[src/rtl/key_cond_pkg.sv]
// rtl/key_cond_pkg.sv - shared key indices, default key count and counter width helper for key_cond
package key_cond_pkg;

  // button channel indices as wired on the board
  localparam int KEY_CAT       = 0;
  localparam int KEY_DOG       = 1;
  localparam int KEY_MOUSE     = 2;
  localparam int KEY_HUMAN     = 3;

  localparam int NKEYS_DEFAULT = 4;

  // one counter width serves both the debounce and the repeat timer
  function automatic int cnt_w_f(input int db_ms, input int repeat_ms);
    int m;
    m = (db_ms > repeat_ms) ? db_ms : repeat_ms;
    return $clog2(m + 1);
  endfunction

endpackage

[src/rtl/key_debounce_1.sv]
// rtl/key_debounce_1.sv - one key: synchronizer, debounce counter, level and rise detect, optional KEY_AUTOREPEAT_EN repeat timer
module key_debounce_1
  import key_cond_pkg::*;
#(
  parameter int DB_MS     = 20,
  parameter int REPEAT_MS = 500
) (
  input  logic clk1khz,
  input  logic rst,
  input  logic off,
  input  logic key_raw,
  output logic level,
  output logic rise
);

  localparam int               CNT_W   = cnt_w_f(DB_MS, REPEAT_MS);
  localparam logic [CNT_W-1:0] DB_LAST = CNT_W'(DB_MS - 1);

  logic             s1;
  logic             s2;
  logic [CNT_W-1:0] cnt;
  logic             mismatch;
  logic             qualify;
  logic             first_rise;

  // qualify fires on the DB_MS-th consecutive edge where the synced input disagrees with level
  assign mismatch   = (s2 != level);
  assign qualify    = mismatch && (cnt == DB_LAST);
  assign first_rise = qualify && !level;

  // two-flop synchronizer for the asynchronous button input
  always_ff @(posedge clk1khz) begin
    if (rst) begin
      s1 <= 1'b0;
      s2 <= 1'b0;
    end else begin
      s1 <= key_raw;
      s2 <= s1;
    end
  end

  // debounce: any agreeing sample restarts the count, a full run toggles the level
  always_ff @(posedge clk1khz) begin
    if (rst) begin
      cnt   <= '0;
      level <= 1'b0;
    end else if (!mismatch) begin
      cnt   <= '0;
    end else if (qualify) begin
      cnt   <= '0;
      level <= ~level;
    end else begin
      cnt   <= cnt + CNT_W'(1);
    end
  end

`ifdef KEY_AUTOREPEAT_EN
  localparam logic [CNT_W-1:0] REP_LAST = CNT_W'(REPEAT_MS - 1);

  logic [CNT_W-1:0] rep_cnt;
  logic             rep_arm;
  logic             rep_fire;

  // only armed by a rise seen outside off, so a key held across off never repeats
  assign rep_fire = rep_arm && level && !qualify && (rep_cnt == REP_LAST);

  // repeat timer: restarts at each first rise, cleared by release, rst and off
  always_ff @(posedge clk1khz) begin
    if (rst || off) begin
      rep_cnt <= '0;
      rep_arm <= 1'b0;
    end else if (first_rise) begin
      rep_cnt <= '0;
      rep_arm <= 1'b1;
    end else if (!level || qualify) begin
      rep_cnt <= '0;
      rep_arm <= 1'b0;
    end else if (rep_fire) begin
      rep_cnt <= '0;
    end else if (rep_arm) begin
      rep_cnt <= rep_cnt + CNT_W'(1);
    end
  end

  assign rise = (first_rise || rep_fire) && !off;
`else
  assign rise = first_rise && !off;
`endif

endmodule

[src/rtl/key_cond.sv]
// rtl/key_cond.sv - button conditioning top: per-key debounce, press pulses, latched requests and drop flags (option KEY_AUTOREPEAT_EN)
module key_cond
  import key_cond_pkg::*;
#(
  parameter int NKEYS     = NKEYS_DEFAULT,
  parameter int DB_MS     = 20,
  parameter int REPEAT_MS = 500
) (
  input  logic             clk1khz,
  input  logic             rst,
  input  logic             off,
  input  logic [NKEYS-1:0] key_raw,
  input  logic [NKEYS-1:0] key_ack,
  output logic [NKEYS-1:0] key_level,
  output logic [NKEYS-1:0] key_pulse,
  output logic [NKEYS-1:0] key_req,
  output logic [NKEYS-1:0] key_drop
);

  logic [NKEYS-1:0] key_rise;

  for (genvar i = 0; i < NKEYS; i++) begin : g_key
    key_debounce_1 #(
      .DB_MS     (DB_MS),
      .REPEAT_MS (REPEAT_MS)
    ) u_db (
      .clk1khz (clk1khz),
      .rst     (rst),
      .off     (off),
      .key_raw (key_raw[i]),
      .level   (key_level[i]),
      .rise    (key_rise[i])
    );
  end

  // request latch: a new press beats a same-edge ack; a press onto an unacked request is a drop
  always_ff @(posedge clk1khz) begin
    if (rst || off) begin
      key_pulse <= '0;
      key_req   <= '0;
      key_drop  <= '0;
    end else begin
      key_pulse <= key_rise;
      key_req   <= key_rise | (key_req & ~key_ack);
      key_drop  <= key_drop | (key_rise & key_req & ~key_ack);
    end
  end

endmodule

[config.mk]
export PLATFORM = sky130hd
export DESIGN_NAME = key_cond
export DESIGN_NICKNAME = d
export VERILOG_FILES = /design/src/rtl/key_cond_pkg.sv /design/src/rtl/key_debounce_1.sv /design/src/rtl/key_cond.sv
export SDC_FILE = /design/constraint.sdc
export NUM_CORES = 1
export LEC_CHECK = 0
export BUFFER_PORTS_ARGS = -buffer_cell sky130_fd_sc_hd__buf_2
export CELL_PAD_IN_SITES_DETAIL_PLACEMENT = 1
export CELL_PAD_IN_SITES_GLOBAL_PLACEMENT = 2
export CORE_MARGIN = 3
export CORE_UTILIZATION = 32
export DETAILED_ROUTE_END_ITERATION = 10
export PLACE_DENSITY = 0.83
export SYNTH_ARGS = -nofsm -noshare
export SYNTH_HDL_FRONTEND = slang
export SYNTH_SLANG_ARGS = --single-unit
[constraint.sdc]
create_clock -name clk1khz -period 1.8 [get_ports clk1khz]
set_clock_uncertainty 0.05 [all_clocks]
set_input_delay 0.27 -clock clk1khz [delete_from_list [all_inputs] [get_ports clk1khz]]
set_output_delay 0.27 -clock clk1khz [all_outputs]
set_load 0.005 [all_outputs]
### Yosys cells after proc, flatten, opt, wreduce, memory -nomap -nowiden

Cells that the tools add are included.
W data, S select, Z words.

* div/mod/pow operators: 0
* bitwise logic cells: 14
* $mul: 0
* multiplexer cells: 0
* reduce and logical (&&, ||, !) cells: 26
* shift-type cells: 0
* add/subtract/negate cells: 4
* equal/unequal tests: 8
* $lt $le $gt $ge: 0

Operators by type and width (number)
* $add A9 B1 Y9 const B: 4
* $eq A9 B5 Y1 const B: 4
* $and A4 B4 Y4: 3
* $logic_and A1 B1 Y1: 12
* $reduce_or A3 Y1: 4
* $not A1 Y1: 8
* $or A4 B4 Y4: 2
* $reduce_and A2 Y1: 4
* $logic_not A1 Y1: 5
* $ne A1 B1 Y1: 4
* $not A4 Y4: 1
* $logic_or A1 B1 Y1: 1

* memory bits (writable): 0
* latch bits: 0
* memories: 0
* output and inout bits: 16
* input bits: 11
* ROM bits: 0
* logic and storage cells: 71
* register bits after elaboration: 60

### Depth between registers and ports, before layout

Gate-level depths: netlist of the first run.

* word-level depth: 7
* depth in mapped cells: 5
* depth with buffers taken out: 4

### Modules after synthesis

A second synthesis of the first run with hierarchy kept.

* cell total of the unflattened synthesis: 246
* area total of the unflattened synthesis: 2447.3 um^2

By module, submodules not included
* key_debounce_1: sequential area each 240.2 um^2, area an instance 510.5 um^2, cells an instance 53, instances 4
* key_cond: sequential area each 240.2 um^2, area an instance 405.4 um^2, cells an instance 34, instances 1

### Least setup slack after synthesis of the first run

OpenSTA, ideal clock, no wires.

* path type: register to register
* start: reg g_key[1].u_db.cnt[0]
* end: reg g_key[1].u_db.cnt[2]
* required time: 1.623 ns
* buffers on the path: 0
* period minus slack after synthesis: 1.773 ns
* stages on the path, launching flop included: 5
* setup time: 0.127 ns
* slack: 0.027 ns
* arrival: 1.595 ns
* cell sequence: dfxtp_1 -> ha_1 -> or4b_2 -> o211ai_2 -> nor2_1

* cells in the longest elaborated chain, start to end: 3
* elaborated cells on any way between the ends: 4
* those cells by class: add/sub: 1; eq/ne: 1; reduce/logical: 2

RTL lines
* start, declared: line key_debounce_1.sv:21 `logic [CNT_W-1:0] cnt;`
* start signal, assigned: line key_debounce_1.sv:53 `cnt <= cnt + CNT_W'(1);`
* parallel branches: the longest is 3 deep, another holds $add A9 B1 Y9

Several ways; the timed one is not identified.
A chain may end at the register's enable or synchronous reset.

### Worst setup path after layout of the first run

* start: reg g_key[0].u_db.cnt[0]
* end: reg g_key[0].u_db.cnt[5]

* cells in the longest elaborated chain, start to end: 3
* elaborated cells on any way between the ends: 4
* those cells by class: add/sub: 1; eq/ne: 1; reduce/logical: 2

RTL lines (line)
* start, declared: key_debounce_1.sv:21
* start signal, assigned: key_debounce_1.sv:53
* parallel branches: the longest is 3 deep, another holds $add A9 B1 Y9

Several ways; the timed one is not identified.

==> results.cfg, run 1 <==
[setup_path]
path_cells = ha_1, or4b_2, o211ai_2, buf_4, a21oi_1
crit_buf_inv = 1
critPathTopFamily = simple AND/OR/NAND/NOR gates
crit_arrival_ns = 1.87
start_kind = register
r2r_cells = 5
path_class = reg -> reg
endpoint_kind = register
cp_max_fo = 5
worst_path_max_delay_cell = or4b_2
slowest_delay_ns = 0.61
cp.required_ns = 1.97
crit_cells = 5

[yosys]
synth_warnings = 0
synth_nets = 272
synth_flop_cell = dfxtp_1
avgSynthCellArea_um2 = 9.41
async_flop_share_pct = 0
synth_edf_count = 0
ys_seq_area_share_pct = 49.7
syn_inst = 257
synth_area_mm2 = 0.00242
synth_cell_types = 33
ys_seq_elements = 60

[detailed_routing]
vias = 2011
ant_nets = 0
vias_per_cell = 4.92
drc = 0
wl_mm = 5.61
wl_per_cell_um = 13.7
drt_iter0_drc = 27
drt_first_pass_iters = 6

[grt]
grt_max_degree = 14
grt_pass1_vias = 2128
grtUsageTotal_pct = 14.6
grt_pass1_wl_mm = 9.81
antenna_found_initial = 0
grt-ovfl-total = 0

[clock_network]
cts.path.max_buffers = 2
clock-sinks = 60
cts_tree = done
postCtsResizedCells = 0
cts_root_buf = clkbuf_8
clock_latency_ns = 0.33
cts_buffers = 9
htreeDepth = 3
cts_setup_buffers = 0
clkTransAtPathRegs_ns = 0.06
hold_buffers = 0

[die]
core_area_mm2 = 0.00729
pin_count = 27
start_util_pct = 33.2
die-area_mm2 = 0.00863
die_width_um = 92.9
row_count = 31
die_h_um = 92.9

[status]
status = finished clean

[sta]
min_period_ns = 1.70
rsz0062_at_grt = no
hold_violations = 0
max_freq_mhz = 588
worst_pin_slew_ns = 0.460
maxSlewHeadroom_pct = 68.9
fin_setup_tns_ns = 0
slew_viol_final = 0
finalCritPeriodShare_pct = 94.5
setup_violations = 0

[power]
p_total_w = 0.00258
p_leak_nw = 1.09
peakVddDrop_mv = 0.440
power_density_mw_per_mm2 = 864

[placed_design]
place_hpwl_mm = 4.17
routabilityCongestion = 0.787
io_buffer_count = 26
dpl_cell_area_mm2 = 0.00278

[final_layout]
layout_commonest_cell = dfxtp_1
multi_input_area_mm2 = 0.00115
register_area_mm2 = 0.00120
fill_cells = 905
fin_area_mm2 = 0.00298
final_layout_size_suffix_gt1_share_pct = 24.5
synthToLayoutAreaGrowth_pct = 23.4
nets = 322
n_antenna_cell = 0
layout_common_cells = dfxtp_1, buf_2, a21oi_1

[job]
drv_cap = 0

[min_path]
min_path_cells = 2
worst_hold_path_type = in -> reg
[area by class of cell]
class | instances | area share (%)
repair buffers | 48 | 9.90
clock buffers | 12 | 5.20
well taps | 99 | 4.15
flip-flops and latches | 60 | 40.3
multi-input cells | 181 | 38.4
inverters | 7 | 0.881
clock inverters | 2 | 1.17
[cells in the mapped netlist (4+ instances only)]
cell type | count | area (um2)
nand3_1 | 21 | 105
dfxtp_1 | 60 | 1200
xor2_1 | 8 | 70.1
inv_1 | 7 | 26.3
ha_1 | 4 | 50.1
nor4b_1 | 6 | 52.6
nand2_1 | 11 | 41.3
nor2_1 | 23 | 86.3
nand2b_1 | 4 | 25.0
o31ai_1 | 5 | 37.5
nand4_1 | 5 | 31.3
o21ai_0 | 18 | 90.1
or3_1 | 15 | 93.8
a21oi_1 | 24 | 120
or4b_2 | 4 | 40.0
nand4b_1 | 4 | 35.0
xnor2_1 | 8 | 70.1
nor2b_1 | 8 | 50.1
buf_4 | 4 | 30.0
[sequential cells by signal (all words and copies together), names as in the netlist]
name / count
g_key.u_db.s1: 4
key_pulse: 4
g_key.u_db.level: 4
key_req: 4
g_key.u_db.cnt: 36
g_key.u_db.s2: 4
key_drop: 4
[report_power, final]
part / switching [W] / internal [W] / leakage [nW]
clock network: 0.000478 / 0.000697 / 0.0983
registers: 0.00000619 / 0.00134 / 0.485
logic: 0.0000313 / 0.0000254 / 0.508
[path summary, 6_finish.rpt]
| check | startpoint | to | slack [ns] |
|---|---|---|---|
| max | g_key[0].u_db.cnt[0] | g_key[0].u_db.cnt[5] | 0.1 |
| min | key_raw[3] | g_key[3].u_db.s1 | 0.1 |
| max reg2reg | g_key[0].u_db.cnt[0] | g_key[0].u_db.cnt[5] | 0.1 |
| min reg2reg | g_key[0].u_db.s1 | g_key[0].u_db.s2 | 0.39 |
[worst register-to-register path, delay by kind of cell, from the launching register on]
kind	cells	cell delay, ns
compound gates	2	0.25
simple gates	1	0.61
buf+inv	1	0.16
fa+ha+maj	1	0.17
flops	1	0.35
[metal layers]
layer	routed length (um)	part of all wire (%)	GRT usage (%)
met5	0	0	0
met4	71	1.3	4.76
met3	223	4.0	5.61
met2	2770	49	24.4
met1	2540	45	17.2
[through the flow]
step,worst slack (ns),std cells,util (%),hold WS (ns)
final,0.0996,409,40.9,0.0956
after global routing,0.00777,409,40.9,0.110
after CTS,0.0746,409,40.7,0.0815
after detailed placement,0.0880,395,38.1,0.377
after global placement,0.144,395,38.1,0.369
after floorplan,0.0274,257,-,0.292
[cell families after synthesis]
| logic type | synth area share [%] |
|---|---|
| AOI/OAI and AO/OA | 13.1 |
| DFF | 49.7 |
| xor gates and xnor gates | 5.80 |
| buffers and inverters | 3.52 |
| adders and majority gates | 2.07 |
| and+or+nand+nor | 25.8 |
(Power assumes the default switching activity.)
==> inputs of run 2 (changes only) <==
--- a/config.mk
+++ b/config.mk
@@ -9,9 +9,10 @@
 export CELL_PAD_IN_SITES_DETAIL_PLACEMENT = 1
 export CELL_PAD_IN_SITES_GLOBAL_PLACEMENT = 2
 export CORE_MARGIN = 3
-export CORE_UTILIZATION = 32
+export CORE_UTILIZATION = 33
 export DETAILED_ROUTE_END_ITERATION = 10
-export PLACE_DENSITY = 0.83
+export PLACE_DENSITY = 0.84
 export SYNTH_ARGS = -nofsm -noshare
 export SYNTH_HDL_FRONTEND = slang
+export SYNTH_HIERARCHICAL = 1
 export SYNTH_SLANG_ARGS = --single-unit
==> results.cfg, run 2 <==
[status]
status = finished clean

[yosys]
synth_area_leaders = dfxtp_1, nor4b_2, a21oi_1
avgSynthCellArea_um2 = 9.95
yosysTopAreaCellShare_pct = 49.1
ys_seq_elements = 60
synth_flop_cell = dfxtp_1
synth_largest_area_cell = dfxtp_1
synth_area_mm2 = 0.00245
async_flop_share_pct = 0
synth_nets = 261
netlist_top_cells_count = dfxtp_1, nor2_1, a21oi_1
synth_warnings = 6
synth.most_common_cell = dfxtp_1
syn_inst = 246
synth_edf_count = 0
synth_cell_types = 24
ys_seq_area_share_pct = 49.1

[die]
row_count = 30
pin_count = 27
core_area_mm2 = 0.00698
die_width_um = 92.1
start_util_pct = 35.1
die-area_mm2 = 0.00849
die_h_um = 92.1

[placed_design]
io_buffer_count = 26
dp.cells = 366
place_hpwl_mm = 3.44
routabilityCongestion = 0.710

[grt]
grt_pass1_wl_mm = 8.22
use_met3_pct = 3.36
antenna_found_initial = 0
grt_pass1_vias = 1847
use_met2_pct = 19.5
grt_max_degree = 18
top_usage_layer = met2
grt_util_met1_pct = 14.4
grt-ovfl-total = 0
grtUsageTotal_pct = 12.2

[sta]
rsz0062_at_grt = no
hold_violations = 0
worst_pin_slew_ns = 0.507
slew_viol_final = 0
maxSlewHeadroom_pct = 66.1
max_freq_mhz = 617
fin_setup_tns_ns = 0
min_period_ns = 1.62
finalCritPeriodShare_pct = 90.1
setup_violations = 0

[final_layout]
final_layout_size_suffix_gt1_share_pct = 23.4
n_antenna_cell = 0
layout_common_cells = dfxtp_1, buf_2, nor2_1
layout_commonest_cell = dfxtp_1
synthToLayoutAreaGrowth_pct = 17.7
nets = 296
regMostFlops = g_key.u_db/cnt
largest_register_ffs = 36
fin_cells = 382

[power]
p_int_w = 0.00217
seq_power_share_pct = 49.3
p_total_w = 0.00272
p_leak_nw = 1.04
swShare_pct = 20.4
power_density_mw_per_mm2 = 946
clkPwrFrac_pct = 48.9
combPwrFrac_pct = 1.8
peakVddDrop_mv = 0.341
power_switching_w = 0.000556

[detailed_routing]
wl_mm = 4.74
wl_per_cell_um = 12.4
drt_iter0_drc = 22
vias_per_cell = 4.89
drc = 0
vias = 1867
drt_first_pass_iters = 6
ant_nets = 0

[clock_network]
clock-sinks = 60
cts_root_buf = clkbuf_8
cts_setup_buffers = 0
clkTransAtPathRegs_ns = 0.07
postCtsResizedCells = 0
cts_buffers = 9
cts_tree = done
htreeDepth = 3
hold_buffers = 0
clock_latency_ns = 0.33
cts.path.max_buffers = 2

[setup_path]
cp_max_fo = 5
endpoint_kind = register
path_cells = ha_1, nor4b_2, and4_2, and3b_1, o21a_1
crit_buf_inv = 0
critPathTopFamily = simple AND/OR/NAND/NOR gates
cp.required_ns = 2.03
start_kind = register
slowest_delay_ns = 0.37
path_class = reg -> reg
crit_arrival_ns = 1.85
worst_path_max_delay_cell = dfxtp_1

[min_path]
worst_hold_path_type = in -> reg

[job]
drv_cap = 0
run 2: power groups by stage:
stage	Clock [W]	Combinational (W)	Sequential, W
global route	0.00144	0.0000544	0.00135
CTS	0.00137	0.0000495	0.00134
global placement	0	0.0000482	0.00137
floorplan	0	0.0000306	0.00137
finish	0.00133	0.0000477	0.00134
detailed placement	0	0.0000493	0.00137
run 2: layer usage:
| metal | routed length (um) | share of wire [%] |
|---|---|---|
| met4 | 161 | 3.4 |
| met2 | 2120 | 45 |
| met3 | 190 | 4.0 |
| met5 | 0 | 0 |
| met1 | 2260 | 48 |
run 2: path summary, 6_finish.rpt:
check	startpoint	end	slack (ns)	cells after the start
worst max-delay path	g_key[2].u_db/cnt[0]	key_drop[2]	0.18	5
worst min-delay path	key_raw[3]	g_key[3].u_db/s1	0.1	2
worst max register to register	g_key[2].u_db/cnt[0]	key_drop[2]	0.18	5
worst min register to register	g_key[0].u_db/s1	g_key[0].u_db/s2	0.39	1
run 2: logic make-up (layout without fill, tap and decap cells):
kind of cell / count (synthesis) / count (layout) / share of synthesized area, %
XOR/XNOR: 16 / 16 / 5.73
flip-flops: 60 / 60 / 49.1
buffers and inverters: 9 / 49 / 2.91
AO/OA/AOI/OAI: 52 / 52 / 12.9
AND/OR/NAND/NOR: 105 / 105 / 27.4
adder cells (fa/ha/maj): 4 / 4 / 2.05
run 2: metrics by stage:
| stage | hold WS [ns] | utilization (%) | setup WS (ns) | instance area [um2] |
|---|---|---|---|---|
| final | 0.0989 | 41.3 | 0.179 | 2880 |
| after floorplan | 0.289 | - | 0.306 | 2450 |
| after global routing | 0.0830 | 41.3 | 0.0348 | 2880 |
| after detailed placement | 0.378 | 38.2 | 0.190 | 2660 |
| after CTS | 0.0839 | 41.3 | 0.172 | 2880 |
| after global placement | 0.369 | 38.2 | 0.223 | 2660 |
run 2: cell type report:
cell class,count,area (um2)
clock buffer,11,141
clock inverter,5,75.1
fill,833,4100
inverter,4,15.0
multi-input combinational,177,1170
sequential,60,1200
tap,96,120
timing repair buffer,29,153
==> inputs of run 3 (changes only) <==
--- a/config.mk
+++ b/config.mk
@@ -5,13 +5,15 @@
 export SDC_FILE = /design/constraint.sdc
 export NUM_CORES = 1
 export LEC_CHECK = 0
+export ABC_AREA = 1
 export BUFFER_PORTS_ARGS = -buffer_cell sky130_fd_sc_hd__buf_2
 export CELL_PAD_IN_SITES_DETAIL_PLACEMENT = 1
 export CELL_PAD_IN_SITES_GLOBAL_PLACEMENT = 2
 export CORE_MARGIN = 3
-export CORE_UTILIZATION = 33
+export CORE_UTILIZATION = 30
 export DETAILED_ROUTE_END_ITERATION = 10
-export PLACE_DENSITY = 0.84
+export HOLD_SLACK_MARGIN = 0.05
+export PLACE_DENSITY = 0.85
 export SYNTH_ARGS = -nofsm -noshare
 export SYNTH_HDL_FRONTEND = slang
 export SYNTH_HIERARCHICAL = 1
==> results.cfg, run 3 <==
[min_path]
min_path_cells = 3
worstHoldStart = key_raw[2]
worst_hold_path_type = in -> reg
holdPathEnd = g_key[2].u_db/s1

[sta]
finalCritPeriodShare_pct = 83.5
slew_viol_final = 0
fin_setup_tns_ns = 0
setup_violations = 0
hold_violations = 0
maxSlewHeadroom_pct = 69.0
rsz0062_at_grt = no
min_period_ns = 1.50
worst_pin_slew_ns = 0.465
max_freq_mhz = 665

[clock_network]
cts_buffers = 9
clock_latency_ns = 0.33
clock-sinks = 60
cts_root_buf = clkbuf_8
cts_tree = done
postCtsResizedCells = 0
cts_setup_buffers = 0
cts.path.max_buffers = 2
htreeDepth = 3
hold_buffers = 0
clkTransAtPathRegs_ns = 0.07

[grt]
grt_pass1_vias = 2406
grt-ovfl-total = 0
antenna_found_initial = 0
grtUsageTotal_pct = 12.6
grt_max_degree = 15
grt_pass1_wl_mm = 10.5

[final_layout]
layout_commonest_cell = nand2_1
nets = 443
layout_common_cells = nand2_1, nor2_1, inv_1, dfxtp_1, buf_2
synthToLayoutAreaGrowth_pct = 15.8
largest_register_ffs = 36
post-route-util_pct = 36.5
n_antenna_cell = 0
regMostFlops = g_key.u_db/cnt
final_layout_size_suffix_gt1_share_pct = 20.3

[setup_path]
start_kind = register
r2r_cells = 7
r2r_slack_ns = 0.30
reg2reg_to = key_pulse[2]
cp.required_ns = 2.01
endpoint_kind = register
path_class = reg -> reg
timing.rr.start = g_key[2].u_db/cnt[0]
cp_max_fo = 3
crit_arrival_ns = 1.72

[detailed_routing]
vias = 2363
drt_first_pass_iters = 4
ant_nets = 0
drt_iter0_drc = 28
wl_per_cell_um = 11.1
wl_mm = 6.03
drc = 0
vias_per_cell = 4.37

[yosys]
yosysTopAreaCellShare_pct = 42.9
synth-compound-area-share_pct = 3.93
ys_seq_area_share_pct = 42.9
synth_top_family_by_area = simple AND/OR/NAND/NOR gates
synth_warnings = 6
synth_edf_count = 0
synth-xor-area-share_pct = 3.75
synth-simple-area-share_pct = 38.4
ys_seq_elements = 60
synth_nets = 405
syn_inst = 390
synth.most_common_cell = nand2_1
synth_flop_cell = dfxtp_1
synth_area_leaders = dfxtp_1, nand2_1, nor2_1
synth.area.mux_share_pct = 0
synth_cell_types = 16
synth_area_mm2 = 0.00280
netlist_top_cells_count = nand2_1, nor2_1, dfxtp_1, inv_1, nand3_1
synth_largest_area_cell = dfxtp_1
synth_fa_ha_area_share_pct = 1.79
async_flop_share_pct = 0
avgSynthCellArea_um2 = 7.19

[placed_design]
io_buffer_count = 26
routabilityCongestion = 0.757
place_hpwl_mm = 4.66

[job]
drv_cap = 0

[power]
p_total_w = 0.00247
peakVddDrop_mv = 0.293
p_leak_nw = 1.38
power_density_mw_per_mm2 = 762

[die]
core_area_mm2 = 0.00889
pin_count = 27
die_h_um = 103
die-area_mm2 = 0.0105
row_count = 34
start_util_pct = 31.5
die_width_um = 103

[status]
status = finished clean
run 3: cell count changes in the layout (fill, tap and decap cells not counted), sizes merged, moves of 16 or more:
cell | previous run | this run
nor2 | 25 | 85
inv | 4 | 69
nand2 | 8 | 108
o21ai | 16 | 0
or3 | 16 | 0
run 3: metal layers:
metal	vias up	share of wire, %	GRT usage [%]
li1	1243	-	-
met1	1086	48	15.3
met2	25	48	21.3
met3	9	3.0	2.44
met4	0	1.6	6.36
met5	-	0	0
run 3: final cells by class:
cell class                 count  area (um2)
clock buffer                  11         141
clock inverter                 5        27.5
fill                        1157        5650
inverter                      69         259
multi-input combinational    261        1340
sequential                    60        1200
tap                          108         135
timing repair buffer          27         138
run 3: logic make-up after synthesis:
| family | after synthesis |
|---|---|
| simple gates | 229 |
| compound gates | 16 |
| flops | 60 |
| xor+xnor | 12 |
| fa+ha+maj | 4 |
| buf+inv | 69 |
run 3: power by group:
part | total (W) | internal [W] | switching, W
Clock | 0.00106 | 0.000528 | 0.000531
Sequential | 0.00134 | 0.00134 | 0.00000582
Combinational | 0.0000694 | 0.0000228 | 0.0000466
Total | 0.00247 | 0.00189 | 0.000583
run 3: critical path, cell delays in order (launching register included):
cell     delay, ns
dfxtp_1       0.36
ha_1          0.22
nand2_1       0.07
nor2_1        0.13
nand3_2       0.13
nor3_1        0.29
inv_1         0.08
nor2_1        0.10
run 3: how the worst max path moves through the flow:
stage	endpoint	depth (start not counted)	start	slack [ns]
6_report	key_pulse[2]	7	g_key[2].u_db/cnt[0]	0.30
3_5_place_dp	key_pulse[2]	7	g_key[2].u_db/cnt[0]	0.29
5_1_grt	key_pulse[0]	7	g_key[0].u_db/cnt[0]	0.10
4_1_cts	key_pulse[2]	7	g_key[2].u_db/cnt[0]	0.27
3_3_place_gp	key_req[2]	7	g_key[2].u_db/cnt[0]	0.31
2_1_floorplan	key_drop[0]	7	g_key[0].u_db/cnt[0]	0.49
run 3: metrics by stage:
stage | cell area, um2 | hold slack [ns] | worst slack, ns | instances
finish | 3240 | 0.0976 | 0.297 | 541
global placement | 3080 | 0.342 | 0.314 | 525
CTS | 3240 | 0.0805 | 0.266 | 541
detailed placement | 3080 | 0.347 | 0.294 | 525
floorplan | 2800 | 0.289 | 0.485 | 390
global route | 3240 | 0.0945 | 0.102 | 541
